[src/rtl/blackjack_round_ctrl.sv]
// Round sequencer for the blackjack datapath: deal, player turn, dealer play and
// outcome resolution, drawing cards from the card source over a req/valid handshake.
module blackjack_round_ctrl #(
    parameter int DEALER_STAND = 17,
    parameter int CARD_W       = 4
) (
    input  logic              CLK,
    input  logic              RST,
    input  logic              START,
    input  logic              HIT,
    input  logic              STAND,
    input  logic              card_valid,
    input  logic [CARD_W-1:0] card_val,
    output logic              card_req,
    output logic [4:0]        player_total,
    output logic [4:0]        dealer_total,
    output logic [3:0]        player_cards,
    output logic [3:0]        state_code,
    output logic              busy,
    output logic              win,
    output logic              lose,
    output logic              push
);

    typedef enum logic [3:0] {
        IDLE    = 4'd0,
        DEAL_P1 = 4'd1,
        DEAL_D1 = 4'd2,
        DEAL_P2 = 4'd3,
        DEAL_D2 = 4'd4,
        PLAYER  = 4'd5,
        P_HIT   = 4'd6,
        DEALER  = 4'd7,
        D_HIT   = 4'd8,
        RESULT  = 4'd9
    } state_t;

    localparam logic [4:0] STAND_T = 5'(DEALER_STAND);

    state_t     state, state_next;
    logic [4:0] p_hard, d_hard;
    logic       p_ace, d_ace;
    logic [3:0] p_cards;
    logic       card_req_next, win_next, lose_next, push_next, clear;

    logic       accept;
    logic [4:0] card_pts;
    logic [4:0] p_hard_add, d_hard_add;
    logic       p_ace_add, d_ace_add;
    logic [4:0] p_best, d_best, p_best_add;

    function automatic logic [4:0] sat_add(input logic [4:0] a, input logic [4:0] b);
        logic [5:0] s;
        s = {1'b0, a} + {1'b0, b};
        return s[5] ? 5'd31 : s[4:0];
    endfunction

    // An ace counts as 11 only while that cannot bust the hand.
    function automatic logic [4:0] best_of(input logic [4:0] hard, input logic ace);
        return (ace && hard <= 5'd11) ? hard + 5'd10 : hard;
    endfunction

    function automatic logic is_draw(input state_t s);
        return s inside {DEAL_P1, DEAL_D1, DEAL_P2, DEAL_D2, P_HIT, D_HIT};
    endfunction

    assign accept     = card_req && card_valid;
    assign card_pts   = (card_val == '0 || card_val > CARD_W'(10)) ? 5'd10 : 5'(card_val);
    assign p_hard_add = sat_add(p_hard, card_pts);
    assign d_hard_add = sat_add(d_hard, card_pts);
    assign p_ace_add  = p_ace || (card_pts == 5'd1);
    assign d_ace_add  = d_ace || (card_pts == 5'd1);
    assign p_best     = best_of(p_hard, p_ace);
    assign d_best     = best_of(d_hard, d_ace);
    assign p_best_add = best_of(p_hard_add, p_ace_add);

    always_comb begin
        state_next = state;
        clear      = 1'b0;
        win_next   = win;
        lose_next  = lose;
        push_next  = push;
        case (state)
            IDLE, RESULT: begin
                if (START) begin
                    clear      = 1'b1;
                    win_next   = 1'b0;
                    lose_next  = 1'b0;
                    push_next  = 1'b0;
                    state_next = DEAL_P1;
                end
            end
            DEAL_P1: if (accept) state_next = DEAL_D1;
            DEAL_D1: if (accept) state_next = DEAL_P2;
            DEAL_P2: if (accept) state_next = DEAL_D2;
            DEAL_D2: if (accept) state_next = PLAYER;
            PLAYER: begin
                if (p_best == 5'd21 || STAND) state_next = DEALER;
                else if (HIT)                 state_next = P_HIT;
            end
            // Decide on the freshly accepted card so a bust skips the dealer entirely.
            P_HIT: begin
                if (accept) begin
                    if (p_hard_add > 5'd21) begin
                        state_next = RESULT;
                        win_next   = 1'b0;
                        lose_next  = 1'b1;
                        push_next  = 1'b0;
                    end else if (p_best_add == 5'd21) begin
                        state_next = DEALER;
                    end else begin
                        state_next = PLAYER;
                    end
                end
            end
            DEALER: begin
                if (d_best >= STAND_T || d_hard > 5'd21) begin
                    state_next = RESULT;
                    win_next   = (d_hard > 5'd21) || (p_best > d_best);
                    lose_next  = (d_hard <= 5'd21) && (p_best < d_best);
                    push_next  = (d_hard <= 5'd21) && (p_best == d_best);
                end else begin
                    state_next = D_HIT;
                end
            end
            D_HIT:   if (accept) state_next = DEALER;
            default: state_next = IDLE;
        endcase
        card_req_next = is_draw(state_next) && !accept;
    end

    always_ff @(posedge CLK) begin
        if (RST) begin
            state    <= IDLE;
            card_req <= 1'b0;
            p_hard   <= '0;
            d_hard   <= '0;
            p_ace    <= 1'b0;
            d_ace    <= 1'b0;
            p_cards  <= '0;
            win      <= 1'b0;
            lose     <= 1'b0;
            push     <= 1'b0;
        end else begin
            state    <= state_next;
            card_req <= card_req_next;
            win      <= win_next;
            lose     <= lose_next;
            push     <= push_next;
            if (clear) begin
                p_hard  <= '0;
                d_hard  <= '0;
                p_ace   <= 1'b0;
                d_ace   <= 1'b0;
                p_cards <= '0;
            end else if (accept) begin
                if (state inside {DEAL_P1, DEAL_P2, P_HIT}) begin
                    p_hard <= p_hard_add;
                    p_ace  <= p_ace_add;
                    if (p_cards != 4'd15) p_cards <= p_cards + 4'd1;
                end else begin
                    d_hard <= d_hard_add;
                    d_ace  <= d_ace_add;
                end
            end
        end
    end

    assign player_total = p_best;
    assign dealer_total = d_best;
    assign player_cards = p_cards;
    assign state_code   = state;
    assign busy         = !(state == IDLE || state == RESULT);

endmodule

[config.mk]
export PLATFORM = sky130hd
export DESIGN_NAME = blackjack_round_ctrl
export DESIGN_NICKNAME = d
export VERILOG_FILES = /design/src/rtl/blackjack_round_ctrl.sv
export SDC_FILE = /design/constraint.sdc
export NUM_CORES = 1
export LEC_CHECK = 0
export ABC_CLOCK_PERIOD_IN_PS = 4050
export CORE_MARGIN = 5
export CORE_UTILIZATION = 55
export CTS_CLUSTER_DIAMETER = 50
export DETAILED_ROUTE_END_ITERATION = 8
export GPL_TIMING_DRIVEN = 0
export PLACE_DENSITY = 0.8
export SYNTH_ARGS = -nofsm -noshare
export SYNTH_HDL_FRONTEND = slang
export SYNTH_SLANG_ARGS = --single-unit
[constraint.sdc]
create_clock -name CLK -period 4.05 [get_ports CLK]
set_clock_uncertainty 0.15 [all_clocks]
set_input_delay 0.6075 -clock CLK [delete_from_list [all_inputs] [get_ports CLK]]
set_output_delay 0.6075 -clock CLK [all_outputs]
set_load 0.005 [all_outputs]
Word-level counts from Yosys, hierarchy flattened

Cells that the tools add are included.

Register bits: 24
Latch bits: 0
RAM bits: 0
ROM bits: 0
Input port bits: 10
Output and inout bits: 23
Logic and storage cells: 110
Memories kept: 0

$add $sub $neg: 6
Multipliers: 0
Div/mod/pow operators: 0
Order comparisons: 10
Eq/ne operators: 24
Shift-type cells: 0
Muxes and demuxes: 32
Bitwise gates (word level): 1
Reductions and logical operators: 27

Operators with widths:

| cell                                                                  | count |
|---|---|
| 4-bit two-way mux                                                     | 11 |
| 4-bit case mux with 9 select lines                                    | 1 |
| 5-bit two-way mux                                                     | 5 |
| 4-bit by 3-bit == test with 1-bit output, second input constant       | 6 |
| 4-bit by 2-bit == test with 1-bit output, second input constant       | 4 |
| 5-bit by 4-bit adder with 5-bit output, second input constant         | 3 |
| 5-bit by 4-bit <= comparator with 1-bit output, second input constant | 3 |
| 5-bit by 4-bit adder with 6-bit output                                | 2 |
| 4-bit by 1-bit == test with 1-bit output, second input constant       | 3 |
| 4-bit == test, second input constant                                  | 3 |
| 1-bit two-way mux                                                     | 11 |
| 5-bit == test, second input constant                                  | 2 |
| 5-bit > comparator, second input constant                             | 2 |
| 1-bit case mux with 3 select lines                                    | 3 |
| 4-bit logical NOT                                                     | 2 |
| 2-bit inequality test, second input constant                          | 4 |
| 1-bit logical AND                                                     | 7 |
| 1-bit logical OR                                                      | 7 |
| 3-bit nonzero test                                                    | 2 |
| 6-bit nonzero test                                                    | 1 |
| 5-bit == test                                                         | 1 |
| 5-bit greater-or-equal comparator, second input constant              | 1 |
| 5-bit > comparator                                                    | 1 |
| 5-bit <= comparator, second input constant                            | 1 |
| 11 further kinds                                                      | 14 |

Logic depth before layout (Yosys ltp)

Depth after elaboration: 16
Depth in mapped cells: 16
Gate-level depth less buffers: 16

Worst setup path before layout

No wires, ideal clock.

Kind: input to register
Start: input port card_val[1]
End: register lose
Setup time: 0.124 ns
Arrival: 3.424 ns
Data required time: 3.776 ns
Setup slack: 0.352 ns
Stages on the path: 16
Buffers on the path: 0
Cells stage by stage: or2_2 -> a21boi_0 -> ha_1 -> inv_1 -> fa_1 -> xnor2_1 -> nor2_1 -> inv_1 -> ha_1 -> a21oi_1 -> a31oi_1 -> a21oi_1 -> or2_4 -> a221oi_4 -> mux2i_1 -> nor2_1

Longest elaborated chain between the ends: 8
Elaborated cells on any way between the ends: 9
Classes of those cells: add/sub (1); order compare (2); eq/ne (1); mux (2); reduce/logical (3)

Ends and longest elaborated chain:

| element                                                        | line | source |
|---|---|---|
| from (decl)                                                    | 13   | `input logic [CARD_W-1:0] card_val,` |
| 4-bit > comparator / 4-bit logical NOT (equally long branches) | 68   | `assign card_pts = (card_val == '0 \|\| card_val > CARD_W'(10)) ? 5'd10 : 5'(card_val);` |
| 1-bit logical OR                                               | 68   |  |
| 4-bit two-way mux (*)                                          | 68   |  |
| 5-bit by 4-bit adder with 6-bit output (*)                     | 54   | `s = {1'b0, a} + {1'b0, b};` |
| 5-bit two-way mux (*)                                          | 55   | `return s[5] ? 5'd31 : s[4:0];` |
| via p_hard_add[2]                                              | 48   | `logic [4:0] p_hard_add, d_hard_add;` |
| 5-bit > comparator (*)                                         | 104  | `if (p_hard_add > 5'd21) begin` |
| 2-bit inequality test (no line) (*)                            | -    |  |
| 5-bit AND reduction (no line) (*)                              | -    |  |
| to (signal assigned)                                           | 148  | `lose <= lose_next;` |
| to (decl)                                                      | 21   | `output logic lose,` |

The timed path passes the listed nets; every way through them passes the cells marked *.
A chain may end at the register's enable or synchronous reset.

Final worst setup path

Start: input port card_val[0]
End: register lose

Same word-level chain as after synthesis.

==> impl_metrics.toml <==
[clock_network]
cts_max_level = 1
cts-root-buf = "clkbuf_8"
cts_tree = "yes"
clk_path_buf_depth = 2
numCtsBuffers = 3
cts_hold_buf = 0
clock_latency_ns = 0.28
clkTransAtPathRegs_ns = 0.09
cts_sinks = 24

[yosys]
seq_area_frac_synth_pct = 20.8
synth-edff-count = 0
ys_ff_latch = 24
async_reset_ff_share_pct = 0
syn-cell-area_um2 = 2310
synth.avg_cell_area_um2 = 7.84
synth_fp_nets = 328
synthDistinctLibCells = 64
synth_flop_cell = "dfxtp_1"
yosys_warnings = 0
synthCells = 294

[pwr]
p_switching_mw = 0.404
p_clk_share_pct = 17.4
power_density_nw_per_um2 = 351
comb_power_share_pct = 52.8
ir_worst_vdd_mv = 0.256
seqPwrFrac_pct = 29.7
power_leakage_nw = 1.13
switching_share_pct = 40.6
p_int_mw = 0.591

[cells_and_area]
drive_gt1_share_pct = 12.9
antenna-diode-count = 0
mostFrequentLayoutCells = "29 x clkdlybuf4s50_1, 28 x nor2_1, 24 x dfxtp_1, 20 x ha_1, 19 x a21oi_1"
syn_to_final_growth_pct = 23.0
final_common_cell = "clkdlybuf4s50_1"
fin_util_pct = 70.4
final_cells = 384
final_nets = 369

[sta]
setup_viol = 0
fin_crit_sh_pct = 95.0
post-route-min-period_ns = 3.85
max_slew_margin_pct = 53.1
drv_slew = 0
setup_slack_ns = 0.202
rsz0062_at_grt = "false"
max_freq_mhz = 260
tightest_slew_ns = 0.693
finalHoldViolCount = 0

[global_routing]
antenna_found_initial = 0
grt_pass1_wl_um = 9530
first_global_vias = 2110
track_usage_pct = 21.9
grt_max_degree = 14
grt-ovfl-total = 0

[floorplan]
die_x_um = 74.8
num_io_pins = 33
start_util_pct = 57.2
core_um2 = 4030
die_area_um2 = 5590
die_h_um = 74.8
fp-row-count = 23

[route]
via_count = 2316
wl_per_cell_um = 15.4
first_pass_iters = 4
wl_um = 5900
drt_iter0_drc = 165
vias_per_cell = 6.03
route.detailed.drc = 0
drtAntennaViolNets = 0

[place]
port_buffers = 32
dpl.hpwl_um = 4420
place_ws_ns = -0.585
routabilityCongestion = 0.913
dp.cells = 376

[setup_path]
critPathKind = "in -> reg"
crit_start = "card_val[0]"
critPathMaxStageDelay_ns = 0.51
worstPathCellList = "clkdlybuf4s50_1 > nor3_1 > a211o_1 > ha_1 > a21oi_2 > o2bb2ai_4 > nor2_2 > inv_1 > ha_2 > a21oi_1 > a31oi_1 > a21oi_2 > or2_4 > a221oi_4 > mux2i_1 > nor2_1"
slowest_stage = "clkdlybuf4s50_1"
endpoint_kind = "register"
worstPathRequired_ns = 4.07
cp_data_arrival_time_ns = 3.87
cp_common_cell = "a21oi_2"
cp_max_fo = 5
start_kind = "primary input"
r2r-start = "p_hard[2]"

[run_status]
status = "finished, final reports clean"

[hold_path]
hold_class = "reg -> reg"
holdCritStartpoint = "win"

[flow_run]
maxCapViolCount = 0
## final timing paths
| check | end | slack (ns) | cells after the start |
|---|---|---|---|
| hold / removal | win | 0.34 | 2 |
| hold reg to reg | win | 0.34 | 2 |
| setup reg to reg | lose | 0.78 | 13 |
| setup / recovery | lose | 0.20 | 16 |
## state kept, by name, summed over array words and instances, names as in the netlist
name	cells
p_ace	1
win	1
card_req	1
p_hard	5
lose	1
player_cards	4
d_hard	5
d_ace	1
state_code	4
push	1
## synth_stat cells (4+ instances only)
master | number | area [um^2]
nand2b_1 | 10 | 62.6
inv_1 | 18 | 67.6
nand2_1 | 15 | 56.3
xnor2_1 | 6 | 52.6
buf_2 | 6 | 30.0
nand3_1 | 7 | 35.0
nor2b_1 | 8 | 50.1
nor3_1 | 10 | 50.1
dfxtp_1 | 24 | 480
nor2_1 | 29 | 109
ha_1 | 22 | 275
o21ai_0 | 15 | 75.1
a31oi_1 | 12 | 75.1
clkbuf_1 | 4 | 15.0
a211oi_1 | 6 | 45.0
nor3b_1 | 4 | 30.0
mux2i_1 | 5 | 50.1
a21oi_1 | 21 | 105
## routing by layer
metal  routed length, um  track usage [%]
met3                 271             3.34
met1                2690             29.3
met5                   0                0
met4                 114             6.52
met2                2820             36.5
## repair_timing
| action | in CTS | in global routing |
|---|---|---|
| pin swaps | 2 | 5 |
| buffers inserted | 1 | 3 |
| cloned | 0 | 0 |
| resized for setup | 5 | 11 |
| endpoints found under the setup margin | 4 | 4 |
## kinds of logic after synthesis
group	count (synthesis)	synth area share, %
xor gates and xnor gates	8	3.04
adders and majority gates	24	13.7
DFF	24	20.8
and+or+nand+nor	112	26.9
muxes	6	2.66
buffers and inverters	33	6.89
AOI/OAI and AO/OA	87	26.0
## metrics by stage
step / TNS (ns) / hold WS [ns] / power (mW) / area [um^2]
4_1_cts: 0 / 0.347 / 0.984 / 2770
2_1_floorplan: 0 / 0.309 / 0.641 / 2310
5_1_grt: 0 / 0.365 / 1.07 / 2840
6_report: 0 / 0.335 / 0.995 / 2840
3_5_place_dp: -2.54 / 0.334 / 0.803 / 2690
3_3_place_gp: -2.27 / 0.304 / 0.791 / 2690
## cell type report
| class | instances | area [um^2] |
|---|---|---|
| Buffer | 15 | 91.3 |
| Clock buffer | 4 | 55.1 |
| Fill cell | 350 | 1190 |
| Inverter | 18 | 67.6 |
| Multi-Input combinational cell | 237 | 1720 |
| Sequential cell | 24 | 480 |
| Tap cell | 50 | 62.6 |
| Timing Repair Buffer | 36 | 358 |
## power groups by stage
| stage | Combinational [mW] | Sequential [mW] | Clock, mW |
|---|---|---|---|
| final | 0.526 | 0.296 | 0.173 |
| after global placement | 0.492 | 0.299 | 0 |
| after floorplan | 0.348 | 0.293 | 0 |
| after CTS | 0.512 | 0.295 | 0.177 |
| after global routing | 0.583 | 0.299 | 0.186 |
| after detailed placement | 0.503 | 0.300 | 0 |
## worst max-delay path, delay by kind of cell
kind | cells | cell delay [ns]
AOI/OAI and AO/OA | 7 | 1.38
buffers and inverters | 2 | 0.60
adders and majority gates | 2 | 0.54
and+or+nand+nor | 4 | 0.51
muxes | 1 | 0.23
No activity file was read; power rests on OpenSTA's default activity.
